==> src/rtl/coincidence_counter.sv <==
// Pairwise coincidence counter: edge detect, per-channel delay and window, gated pair counting into a snapshot.
// Snapshot valid Gate_len+1 cycles after Start; Valid is held with stable Counts/Ovf until Ready.
module coincidence_counter #(
    parameter int NCHAN = 4,
    parameter int DBITS = 4,
    parameter int WBITS = 3,
    parameter int CBITS = 16,
    parameter int PBITS = 24
) (
    input  logic                                 Clk,
    input  logic                                 Rst_n,
    input  logic [NCHAN-1:0]                     Channels,
    input  logic [NCHAN*DBITS-1:0]               Delays,
    input  logic [WBITS-1:0]                     Window,
    input  logic [PBITS-1:0]                     Gate_len,
    input  logic                                 Start,
    input  logic                                 Abort,
    output logic                                 Busy,
    output logic                                 Valid,
    input  logic                                 Ready,
    output logic [NCHAN*(NCHAN-1)/2*CBITS-1:0]   Counts,
    output logic [NCHAN*(NCHAN-1)/2-1:0]         Ovf
);

    localparam int NPAIR = NCHAN * (NCHAN - 1) / 2;
    localparam int LEN   = (1 << DBITS) - 1;
    localparam logic [CBITS-1:0] CMAX = {CBITS{1'b1}};

    localparam logic [1:0] S_IDLE = 2'd0;
    localparam logic [1:0] S_ACQ  = 2'd1;
    localparam logic [1:0] S_HOLD = 2'd2;

    logic [1:0]                   state_q, state_d;
    logic [PBITS-1:0]             gate_q, gate_d;
    logic [NCHAN*DBITS-1:0]       dly_q, dly_d;
    logic [WBITS-1:0]             wcfg_q, wcfg_d;
    logic [NPAIR-1:0][CBITS-1:0]  cnt_q, cnt_d;
    logic [NPAIR-1:0]             wovf_q, wovf_d;
    logic [NPAIR-1:0][CBITS-1:0]  counts_q, counts_d;
    logic [NPAIR-1:0]             ovf_q, ovf_d;

    logic [NCHAN-1:0]             prev_q;
    logic [LEN-1:0]               sr_q [NCHAN];
    logic [LEN-1:0]               sr_d [NCHAN];
    logic [WBITS-1:0]             win_q [NCHAN];
    logic [WBITS-1:0]             win_d [NCHAN];

    logic [NCHAN-1:0]             p;
    logic [NCHAN-1:0]             d;
    logic [NCHAN-1:0]             open;
    logic [NPAIR-1:0]             hit;

    assign p = Channels & ~prev_q;

    // Tap 0 is the undelayed pulse, tap n is the shift stage n cycles back.
    for (genvar i = 0; i < NCHAN; i++) begin : g_ch
        logic [LEN:0] taps;
        assign taps     = {sr_q[i], p[i]};
        assign d[i]     = taps[dly_q[i*DBITS +: DBITS]];
        assign sr_d[i]  = taps[LEN-1:0];
        assign open[i]  = d[i] | (win_q[i] != '0);
        assign win_d[i] = d[i] ? wcfg_q :
                          (win_q[i] != '0) ? win_q[i] - WBITS'(1) : win_q[i];
    end

    for (genvar i = 0; i < NCHAN - 1; i++) begin : g_pi
        for (genvar j = i + 1; j < NCHAN; j++) begin : g_pj
            localparam int K = i * NCHAN - (i * (i + 1)) / 2 + (j - i - 1);
            assign hit[K] = (d[i] & open[j]) | (d[j] & open[i]);
        end
    end

    always_comb begin
        state_d  = state_q;
        gate_d   = gate_q;
        dly_d    = dly_q;
        wcfg_d   = wcfg_q;
        cnt_d    = cnt_q;
        wovf_d   = wovf_q;
        counts_d = counts_q;
        ovf_d    = ovf_q;
        case (state_q)
            S_IDLE: begin
                if (Start && (Gate_len != '0)) begin
                    state_d = S_ACQ;
                    gate_d  = Gate_len;
                    dly_d   = Delays;
                    wcfg_d  = Window;
                    cnt_d   = '0;
                    wovf_d  = '0;
                end
            end
            S_ACQ: begin
                if (Abort) begin
                    state_d = S_IDLE;
                end else begin
                    for (int k = 0; k < NPAIR; k++) begin
                        if (hit[k]) begin
                            if (cnt_q[k] == CMAX) wovf_d[k] = 1'b1;
                            else                  cnt_d[k]  = cnt_q[k] + CBITS'(1);
                        end
                    end
                    gate_d = gate_q - PBITS'(1);
                    if (gate_q == PBITS'(1)) begin
                        state_d  = S_HOLD;
                        counts_d = cnt_d;
                        ovf_d    = wovf_d;
                    end
                end
            end
            S_HOLD: begin
                if (Ready) state_d = S_IDLE;
            end
            default: state_d = S_IDLE;
        endcase
    end

    always_ff @(posedge Clk or negedge Rst_n) begin
        if (!Rst_n) begin
            state_q  <= S_IDLE;
            gate_q   <= '0;
            dly_q    <= '0;
            wcfg_q   <= '0;
            cnt_q    <= '0;
            wovf_q   <= '0;
            counts_q <= '0;
            ovf_q    <= '0;
            prev_q   <= '0;
            for (int i = 0; i < NCHAN; i++) begin
                sr_q[i]  <= '0;
                win_q[i] <= '0;
            end
        end else begin
            state_q  <= state_d;
            gate_q   <= gate_d;
            dly_q    <= dly_d;
            wcfg_q   <= wcfg_d;
            cnt_q    <= cnt_d;
            wovf_q   <= wovf_d;
            counts_q <= counts_d;
            ovf_q    <= ovf_d;
            prev_q   <= Channels;
            for (int i = 0; i < NCHAN; i++) begin
                sr_q[i]  <= sr_d[i];
                win_q[i] <= win_d[i];
            end
        end
    end

    assign Busy   = (state_q != S_IDLE);
    assign Valid  = (state_q == S_HOLD);
    assign Counts = counts_q;
    assign Ovf    = ovf_q;

endmodule

==> config.mk <==
export PLATFORM = sky130hd
export DESIGN_NAME = coincidence_counter
export DESIGN_NICKNAME = d
export VERILOG_FILES = /design/src/rtl/coincidence_counter.sv
export SDC_FILE = /design/constraint.sdc
export NUM_CORES = 1
export LEC_CHECK = 0
export ABC_AREA = 1
export BUFFER_PORTS_ARGS = -buffer_cell sky130_fd_sc_hd__buf_4
export CAP_MARGIN = 20
export CELL_PAD_IN_SITES_DETAIL_PLACEMENT = 0
export CELL_PAD_IN_SITES_GLOBAL_PLACEMENT = 2
export CORE_MARGIN = 4
export CORE_UTILIZATION = 35
export DETAILED_ROUTE_END_ITERATION = 12
export PLACE_DENSITY = 0.91
export SYNTH_ARGS = -nofsm -noshare
export SYNTH_HDL_FRONTEND = slang
export SYNTH_SLANG_ARGS = --single-unit
==> constraint.sdc <==
create_clock -name Clk -period 5.8 [get_ports Clk]
set_input_delay 0.87 -clock Clk [delete_from_list [all_inputs] [get_ports Clk]]
set_output_delay 0.87 -clock Clk [all_outputs]
set_load 0.005 [all_outputs]
-- Word-level counts from Yosys, hierarchy flattened
Cells that the tools add are included.
- flip-flop bits (word level): 325
- output and inout port bits: 104
- $add $sub $neg: 11
- order comparisons: 4
- equal/unequal tests: 13
- mux-type cells: 54
- bitwise gates (word level): 25
- reduce and logical (&&, ||, !) cells: 17
- operators with widths (cell ; number):
    $mux W16 ; 12
    $mux W96 ; 2
    $pmux W96 S2 ; 1
    $add A16 B1 Y16 const B ; 6
    $eq A16 B16 Y1 const B ; 6
    $mux W24 ; 2
    $pmux W24 S2 ; 1
    $eq A24 B1 Y1 const B ; 1
    $mux W3 ; 8
    $reduce_bool A24 Y1 ; 1
    $sub A24 B1 Y24 const B ; 1
    $lt A4 B5 Y1 const B ; 4
    $bmux W1 S4 ; 4
    $mux W1 ; 16
    $and A1 B1 Y1 ; 12
    $mux W6 ; 2
    $pmux W6 S2 ; 1
    $reduce_bool A2 Y1 ; 6
    $reduce_bool A3 Y1 ; 4
    $sub A3 B1 Y3 const B ; 4
    $or A1 B1 Y1 ; 10
    $reduce_and A3 Y1 ; 3
    $mux W2 ; 4
    $pmux W2 S3 ; 1
    11 further kinds ; 12

-- Logic depth before layout (Yosys ltp)
Gate-level depths: netlist of the first run.
- word-level depth: 10
- depth in mapped cells: 15
- gate-level depth less buffers: 13

-- Least setup slack after synthesis of the first run
Ideal clock, no wire load.
- path kind: input-to-reg
- from: input Gate_len[4]
- to: register cnt_q[0] (netlist bit)
- library setup time: 0.065 ns
- arrival: 2.131 ns
- required time: 5.735 ns
- path slack: 3.604 ns
- stages on the path: 11
- buffers on the path: 2
- cells stage by stage: nor2_1 -> nand2_1 -> nor2_1 -> nand3_1 -> nand3_1 -> nand2_1 -> inv_2 -> buf_2 -> buf_2 -> nand2_1 -> nand2_1
- cells in the longest elaborated chain, start to end: 4
- RTL lines (item ; line ; RTL):
    from (decl) ; 15 ; input logic [PBITS-1:0] Gate_len,
    $reduce_bool A24 Y1 ; 84 ; if (Start && (Gate_len != '0)) begin
    $logic_and A1 B1 Y1 ; 84 ;
    $ne A2 B2 Y1 (no source line) ; -- ;
    $reduce_and A3 Y1 (no source line) ; -- ;
    to (signal assigned) ; 138 ; cnt_q <= cnt_d;
    to (decl) ; 37 ; logic [NPAIR-1:0][CBITS-1:0] cnt_q, cnt_d;
No other way between the ends.
A chain may end at the register's enable or synchronous reset.

-- Worst setup path in the final report of the first run
- from: register state_q[0]
- to: register counts_q, in the netlist Counts[93]
- cells in the longest elaborated chain, start to end: 2
- RTL lines (item ; line ; RTL):
    from (decl) ; 33 ; logic [1:0] state_q, state_d;
    from (signal assigned) ; 134 ; state_q <= state_d;
    $eq A2 B1 Y1 ; 82 ; case (state_q)
    $reduce_and A3 Y1 (no source line) ; -- ;
    to (signal assigned) ; 140 ; counts_q <= counts_d;
    to (decl) ; 39 ; logic [NPAIR-1:0][CBITS-1:0] counts_q, counts_d;
No other way between the ends.

==> impl_metrics.py, run 1 <==
metrics = {
    "min_path": {
        "timing.hold.worst.class": "in2async",
    },
    "yosys": {
        "syn_area_um2": 17600,
        "syn_avg_cell_area_um2": 7.18,
        "synth_compound_gate_area_share_pct": 6.79,
        "synthAdderAreaFrac_pct": 1.14,
        "synth-simple-area-share_pct": 37.2,
        "syn_nets": 2525,
        "syn_inst": 2457,
        "synthXorXnorAreaFrac_pct": 0.497,
        "synth.distinct_cells": 36,
        "synth_top_family_by_area": "simple AND/OR/NAND/NOR gates",
        "ys_seq_area_share_pct": 46.1,
        "synth_seq_cells": 325,
        "yosys_warnings": 0,
        "synthMuxAreaShare_pct": 0.128,
    },
    "sta": {
        "fin_crit_sh_pct": 56.3,
        "slew_violations": 0,
        "skew_ns": 0.0213,
        "worstMarginPinSlew_ns": 0.974,
        "rsz0062_at_grt": "false",
        "max-slew-margin-rel_pct": 34.9,
        "setup_tns_ns": 0,
        "finalHoldViolCount": 0,
        "period_minus_slack_ns": 3.26,
        "setup_viol_count_final": 0,
        "whs_ns": 0.238,
        "max_freq_mhz": 306,
    },
    "pwr": {
        "p_per_area_nw_per_um2": 443,
        "ir_worst_vdd_uv": 222,
        "p_leak_nw": 10.4,
        "total_power_mw": 9.18,
    },
    "clocking": {
        "clk_path_buf_depth": 3,
        "post_cts_buffers": 0,
        "htreeDepth": 2,
        "clk_pin_slew_ns": 0.06,
        "insertion_delay_ns": 0.56,
        "postCtsHoldBufs": 0,
        "clkSinkCount": 325,
        "ctsResizeCount": 0,
        "clockRootBuffer": "clkbuf_16",
        "cts_made_buffers": 39,
        "cts_tree": "built",
    },
    "worst_setup_path": {
        "cpMostUsedCell": "inv_2",
        "path_cells": "inv_2 > nor2_2 > buf_4 > inv_2 > nor2_4 > inv_2 > nor3_1 > nand3_4 > buf_4 > nand2_1 > nand2_1",
        "cp_max_fo": 64,
        "worstSetupPathType": "reg2reg",
        "cp.arrival_ns": 3.70,
        "crit_required_ns": 6.24,
        "max_stage_delay_ns": 0.70,
        "slowest_stage": "nand3_4",
        "cp-start-kind": "flop",
        "critPathCaptureType": "flop",
        "path_buf_inv": 5,
        "crit_family": "simple AND/OR/NAND/NOR gates",
    },
    "run_status": {
        "status": "complete, no violations",
    },
    "global_route": {
        "grt_pass1_vias": 16200,
        "grt_pass1_wl_um": 85100,
        "antenna_found_initial": 0,
        "grt-ovfl-total": 0,
        "grt_start_max_net_pins": 131,
        "grt_usage_pct": 19.0,
    },
    "placement": {
        "placed_cells_incl_taps": 3196,
        "gp_congestion": 0.844,
        "place_hpwl_um": 34000,
        "port_buffers": 155,
    },
    "floorplanning": {
        "start_util_pct": 35.7,
        "die_y_um": 232,
        "die_area_um2": 54000,
        "fp.coreArea_um2": 49400,
        "die_x_um": 232,
        "io_pins": 156,
        "placementRows": 81,
    },
    "job": {
        "max-cap-violations": 0,
    },
    "route": {
        "drc": 0,
        "num_vias": 16500,
        "drtIter0Drc": 1220,
        "via_per_inst": 5.06,
        "ant_nets": 0,
        "post_drt_wl_per_cell_um": 15.8,
        "wirelength_um": 51700,
        "dr.pass1.iters": 5,
    },
    "cells_and_area": {
        "syn2layout_area_growth_pct": 17.6,
        "final_nets": 2643,
        "fillers": 5127,
        "final_cells": 3268,
        "antenna_cells": 0,
        "seq_area_um2": 8130,
        "drive_above_1_share_pct": 10.4,
        "multi_input_area_um2": 8100,
    },
}
[synthesized netlist by cell type]
| cell type | n | share of area (%) |
|---|---|---|
| nor2_2 | 5 | 0.18 |
| xor2_1 | 10 | 0.50 |
| nor4_2 | 1 | 0.071 |
| inv_2 | 10 | 0.21 |
| dfrtp_1 | 325 | 46 |
| nand3_1 | 443 | 13 |
| nand2_1 | 823 | 18 |
| a22oi_1 | 3 | 0.13 |
| o221ai_1 | 2 | 0.099 |
| nor2_4 | 1 | 0.064 |
| clkbuf_2 | 1 | 0.028 |
| inv_1 | 235 | 5.0 |
| o22ai_1 | 4 | 0.14 |
| nand4_1 | 44 | 1.6 |
| buf_6 | 9 | 0.57 |
| a21oi_1 | 130 | 3.7 |
| nand3b_1 | 7 | 0.30 |
| o32ai_1 | 1 | 0.050 |
| nor4_1 | 1 | 0.036 |
| or2_2 | 6 | 0.21 |
| buf_4 | 11 | 0.47 |
| o21bai_1 | 1 | 0.043 |
| o21ai_0 | 73 | 2.1 |
| ha_1 | 16 | 1.1 |
| a32oi_1 | 1 | 0.050 |
| buf_2 | 30 | 0.85 |
| o31ai_1 | 4 | 0.17 |
| nand2_2 | 6 | 0.21 |
| nor3_2 | 1 | 0.057 |
| nor3_1 | 35 | 0.99 |
| a31oi_1 | 5 | 0.18 |
| buf_1 | 7 | 0.15 |
| mux2_2 | 2 | 0.13 |
| nor2_1 | 163 | 3.5 |
| o211ai_1 | 4 | 0.17 |
| clkbuf_1 | 37 | 0.79 |
[per-stage QoR]
stage	instance area, µm²	utilization, %	worst slack (ns)
after floorplan	17600	-	3.60
after detailed placement	19300	39.1	2.05
after global routing	20700	42.0	2.22
after global placement	19300	39.1	2.04
final	20700	42.0	2.54
after CTS	20700	42.0	2.50
[cell families after synthesis]
family,after synthesis
flops,325
buf+inv,340
compound gates,228
mux,2
fa+ha+maj,16
simple gates,1536
xor+xnor,10
[registers in the layout, summed over array words and instances, names as in the netlist, 4 cells and up]
signal,count
cnt_q,96
Ovf,6
win_q,12
wovf_q,6
prev_q,4
dly_q,16
Counts,96
g_ch.taps,60
gate_q,24
[layout make-up]
class                           count  share of cell area (%)
Inverter                          245                    4.44
Sequential cell                   325                    39.2
Clock inverter                     18                    1.45
Multi-Input combinational cell   1792                    39.1
Timing Repair Buffer              172                    6.40
Clock buffer                       52                    5.38
Tap cell                          664                    4.01
[layout by cell type, fill, tap and decap left out, types with 2 or more instances in the layout]
master      instances
a21oi_1           130
a22oi_1             3
a31oi_1             5
buf_12              2
buf_4             168
bufinv_16           7
clkbuf_1            5
clkbuf_16          40
clkbuf_8            7
clkinv_2            4
clkinv_4            3
clkinvlp_4          2
dfrtp_1           325
ha_1               16
inv_1             235
inv_2               9
inv_6               2
mux2_2              2
nand2_1           822
nand2_2             7
nand3_1           441
nand3b_1            7
nand4_1            44
nor2_1            163
nor2_2              5
nor3_1             35
o211ai_1            4
o21ai_0            73
o221ai_1            2
o22ai_1             4
o31ai_1             4
or2_2               6
xor2_1             10
[layer usage]
| layer | vias to the layer above | part of all wire (%) | track usage [%] |
|---|---|---|---|
| met1 | 7948 | 47 | 26.2 |
| met2 | 295 | 47 | 31.4 |
| met3 | 67 | 4.2 | 3.22 |
| met5 | - | 0 | 0 |
| met4 | 0 | 1.9 | 4.43 |
| li1 | 8220 | - | - |
[power breakdown]
part           internal, mW  leakage [nW]  total (mW)  switching (mW)
clock network          1.67         0.688        2.70            1.03
logic                  1.03          5.67        3.18            2.15
registers              2.73          4.03        3.30           0.563
total                  5.44          10.4        9.18            3.74
[final timing paths]
check / startpoint / endpoint / slack, ns / cells past startpoint
worst max-delay path: state_q[0] / Counts[93] / 2.54 / 11
worst min-delay path: Rst_n / Counts[89] / 0.24 / 1
worst max register to register: state_q[0] / Counts[93] / 2.54 / 11
worst min register to register: g_ch[2].taps[11] / g_ch[2].taps[12] / 0.36 / 0
max in group asynchronous: Rst_n / Counts[15] / 4.26 / 2
min in group Clk: g_ch[2].taps[11] / g_ch[2].taps[12] / 0.36 / 0
Power figures use the tool's default switching activity.
==> inputs of run 2 (changes only) <==
CORE_UTILIZATION = 31   (was 35)
PLACE_DENSITY = 0.86   (was 0.91)
clock period = 3 ns   (was 5.8 ns; I/O delays follow)
==> run 2 against run 1 <==
Against the previous run:
- sequential cell count unchanged
- setup slack worse by 2.0 ns
- global-route usage down 1.7 points
- sequential power up 94%
- total power up 93%
- largest cell class unchanged
- critical path type unchanged
- worst hold slack worse by 0.15 ns
==> impl_metrics.py, run 2 (synthesis results as in run 1) <==
metrics = {
    "run_status": {
        "status": "complete, no violations",
    },
    "route": {
        "drc": 0,
        "wirelength_um": 52600,
        "drtIter0Drc": 1158,
        "ant_nets": 0,
        "post_drt_wl_per_cell_um": 15.5,
        "via_per_inst": 4.88,
        "dr.pass1.iters": 6,
        "num_vias": 16500,
    },
    "clocking": {
        "cts_tree": "built",
        "insertion_delay_ns": 0.58,
        "clockRootBuffer": "clkbuf_16",
        "clkSinkCount": 325,
        "post_cts_buffers": 0,
        "htreeDepth": 2,
        "clk_pin_slew_ns": 0.06,
        "cts_made_buffers": 39,
        "clk_path_buf_depth": 3,
    },
    "floorplanning": {
        "start_util_pct": 31.3,
        "fp.coreArea_um2": 56400,
        "io_pins": 156,
        "die_x_um": 246,
        "die_area_um2": 60800,
        "die_y_um": 246,
        "placementRows": 87,
    },
    "worst_setup_path": {
        "cpMostUsedCell": "nor2_1",
        "cp_max_fo": 11,
        "cp.arrival_ns": 2.88,
        "r2r_cells": 12,
        "path_cells": "ha_1 > nand2_1 > nor2_1 > inv_1 > nor2_1 > inv_1 > nor2_1 > buf_4 > xor2_1 > nand3_1 > nand3_1 > nand2_1",
        "max_stage_delay_ns": 0.51,
        "crit_required_ns": 3.45,
        "slowest_stage": "dfrtp_1",
        "critPathCaptureType": "flop",
        "worstSetupPathType": "reg2reg",
        "cp-start-kind": "flop",
    },
    "min_path": {
        "timing.hold.worst.class": "in2reg",
        "hold_depth": 2,
    },
    "cells_and_area": {
        "mostFrequentLayoutCells": "nand2_1, nand3_1, dfrtp_1",
        "final_cells": 3391,
        "antenna_cells": 0,
        "multi_input_area_um2": 8100,
        "final_common_cell": "nand2_1",
        "fillers": 6006,
        "drive_above_1_share_pct": 11.2,
        "final_nets": 2672,
        "seq_area_um2": 8130,
        "syn2layout_area_growth_pct": 19.7,
    },
    "sta": {
        "worst_slack_ns": 0.567,
        "worstMarginPinSlew_ns": 0.707,
        "slew_violations": 0,
        "finalHoldViolCount": 0,
        "setup_tns_ns": 0,
        "max_freq_mhz": 411,
        "skew_ns": 0.0331,
        "setup_viol_count_final": 0,
        "rsz0062_at_grt": "false",
        "max-slew-margin-rel_pct": 52.8,
        "period_minus_slack_ns": 2.43,
        "fin_crit_sh_pct": 81.1,
        "whs_ns": 0.0848,
    },
    "placement": {
        "port_buffers": 155,
        "post-place-ws_ns": 0.562,
        "gp_congestion": 0.885,
        "placed_cells_incl_taps": 3314,
        "place_hpwl_um": 34800,
    },
    "pwr": {
        "p_leak_nw": 10.5,
        "p_per_area_nw_per_um2": 840,
        "ir_worst_vdd_uv": 391,
    },
    "global_route": {
        "grt-ovfl-total": 0,
        "antenna_found_initial": 0,
        "grt_pass1_wl_um": 86700,
        "grt_start_max_net_pins": 119,
        "grt_usage_pct": 17.3,
        "grt_pass1_vias": 16300,
    },
    "job": {
        "max-cap-violations": 0,
    },
}
[run 2: cell types whose count changed in the layout (fill, tap and decap cells not counted), sizes merged]
cell         before  now
buf             172  196
clkinvlp          2    4
bufinv            7    6
inv             246  245
clkinv            8   11
dlygate4sd3       0    5
clkbuf           52   51
[run 2: critical path: cells and delay by family (launching register included)]
kind / cells / cell delay [ns]
buffers and inverters: 3 / 0.44
adder cells (fa/ha/maj): 1 / 0.23
flip-flops: 1 / 0.51
XOR/XNOR: 1 / 0.16
AND/OR/NAND/NOR: 7 / 0.98
[run 2: area by class of cell]
type                       count  share of cell area, %
clock buffer                  51                   5.03
clock inverter                21                   1.45
inverter                     245                   4.36
multi-input combinational   1792                   38.4
sequential                   325                   38.5
tap                          756                   4.48
timing repair buffer         201                   7.78
[run 2: stage by stage]
| stage | util [%] | power (mW) | area, µm² |
|---|---|---|---|
| floorplan | - | 10.9 | 17600 |
| global placement | 34.9 | 12.7 | 19700 |
| detailed placement | 34.9 | 12.7 | 19700 |
| CTS | 37.4 | 18.0 | 21100 |
| global route | 37.4 | 19.3 | 21100 |
| finish | 37.4 | 17.7 | 21100 |
[run 2: report_power, final]
part,switching (mW),leakage [nW],internal (mW),total (mW)
logic,4.18,5.84,2.12,6.30
clock network,2.01,0.659,3.05,5.05
registers,1.10,4.03,5.29,6.39
[run 2: repair_timing]
item,4_1_cts,5_1_grt
hold buffers,5,0
resized for setup,0,0
hold endpoints to repair,70,0
[run 2: path summary, 6_finish.rpt]
path,slack [ns],startpoint,endpoint
worst max-delay path,0.57,cnt_q[0],Counts[0]
worst min-delay path,0.08,Ready,state_q[1]
worst max register to register,0.57,cnt_q[0],Counts[0]
worst min register to register,0.35,g_ch[2].taps[2],g_ch[2].taps[3]
max in group asynchronous,1.67,Rst_n,gate_q[20]
min in group asynchronous,0.44,Rst_n,Counts[88]
[run 2: layer usage]
metal	wire length (µm)	share of wire, %	track usage, %	vias to the layer above
met5	0	0	0	-
met4	1310	2.5	5.37	0
met3	2030	3.9	2.12	69
met2	24700	47	28.5	322
met1	24600	47	23.7	7842
li1	-	-	-	8301
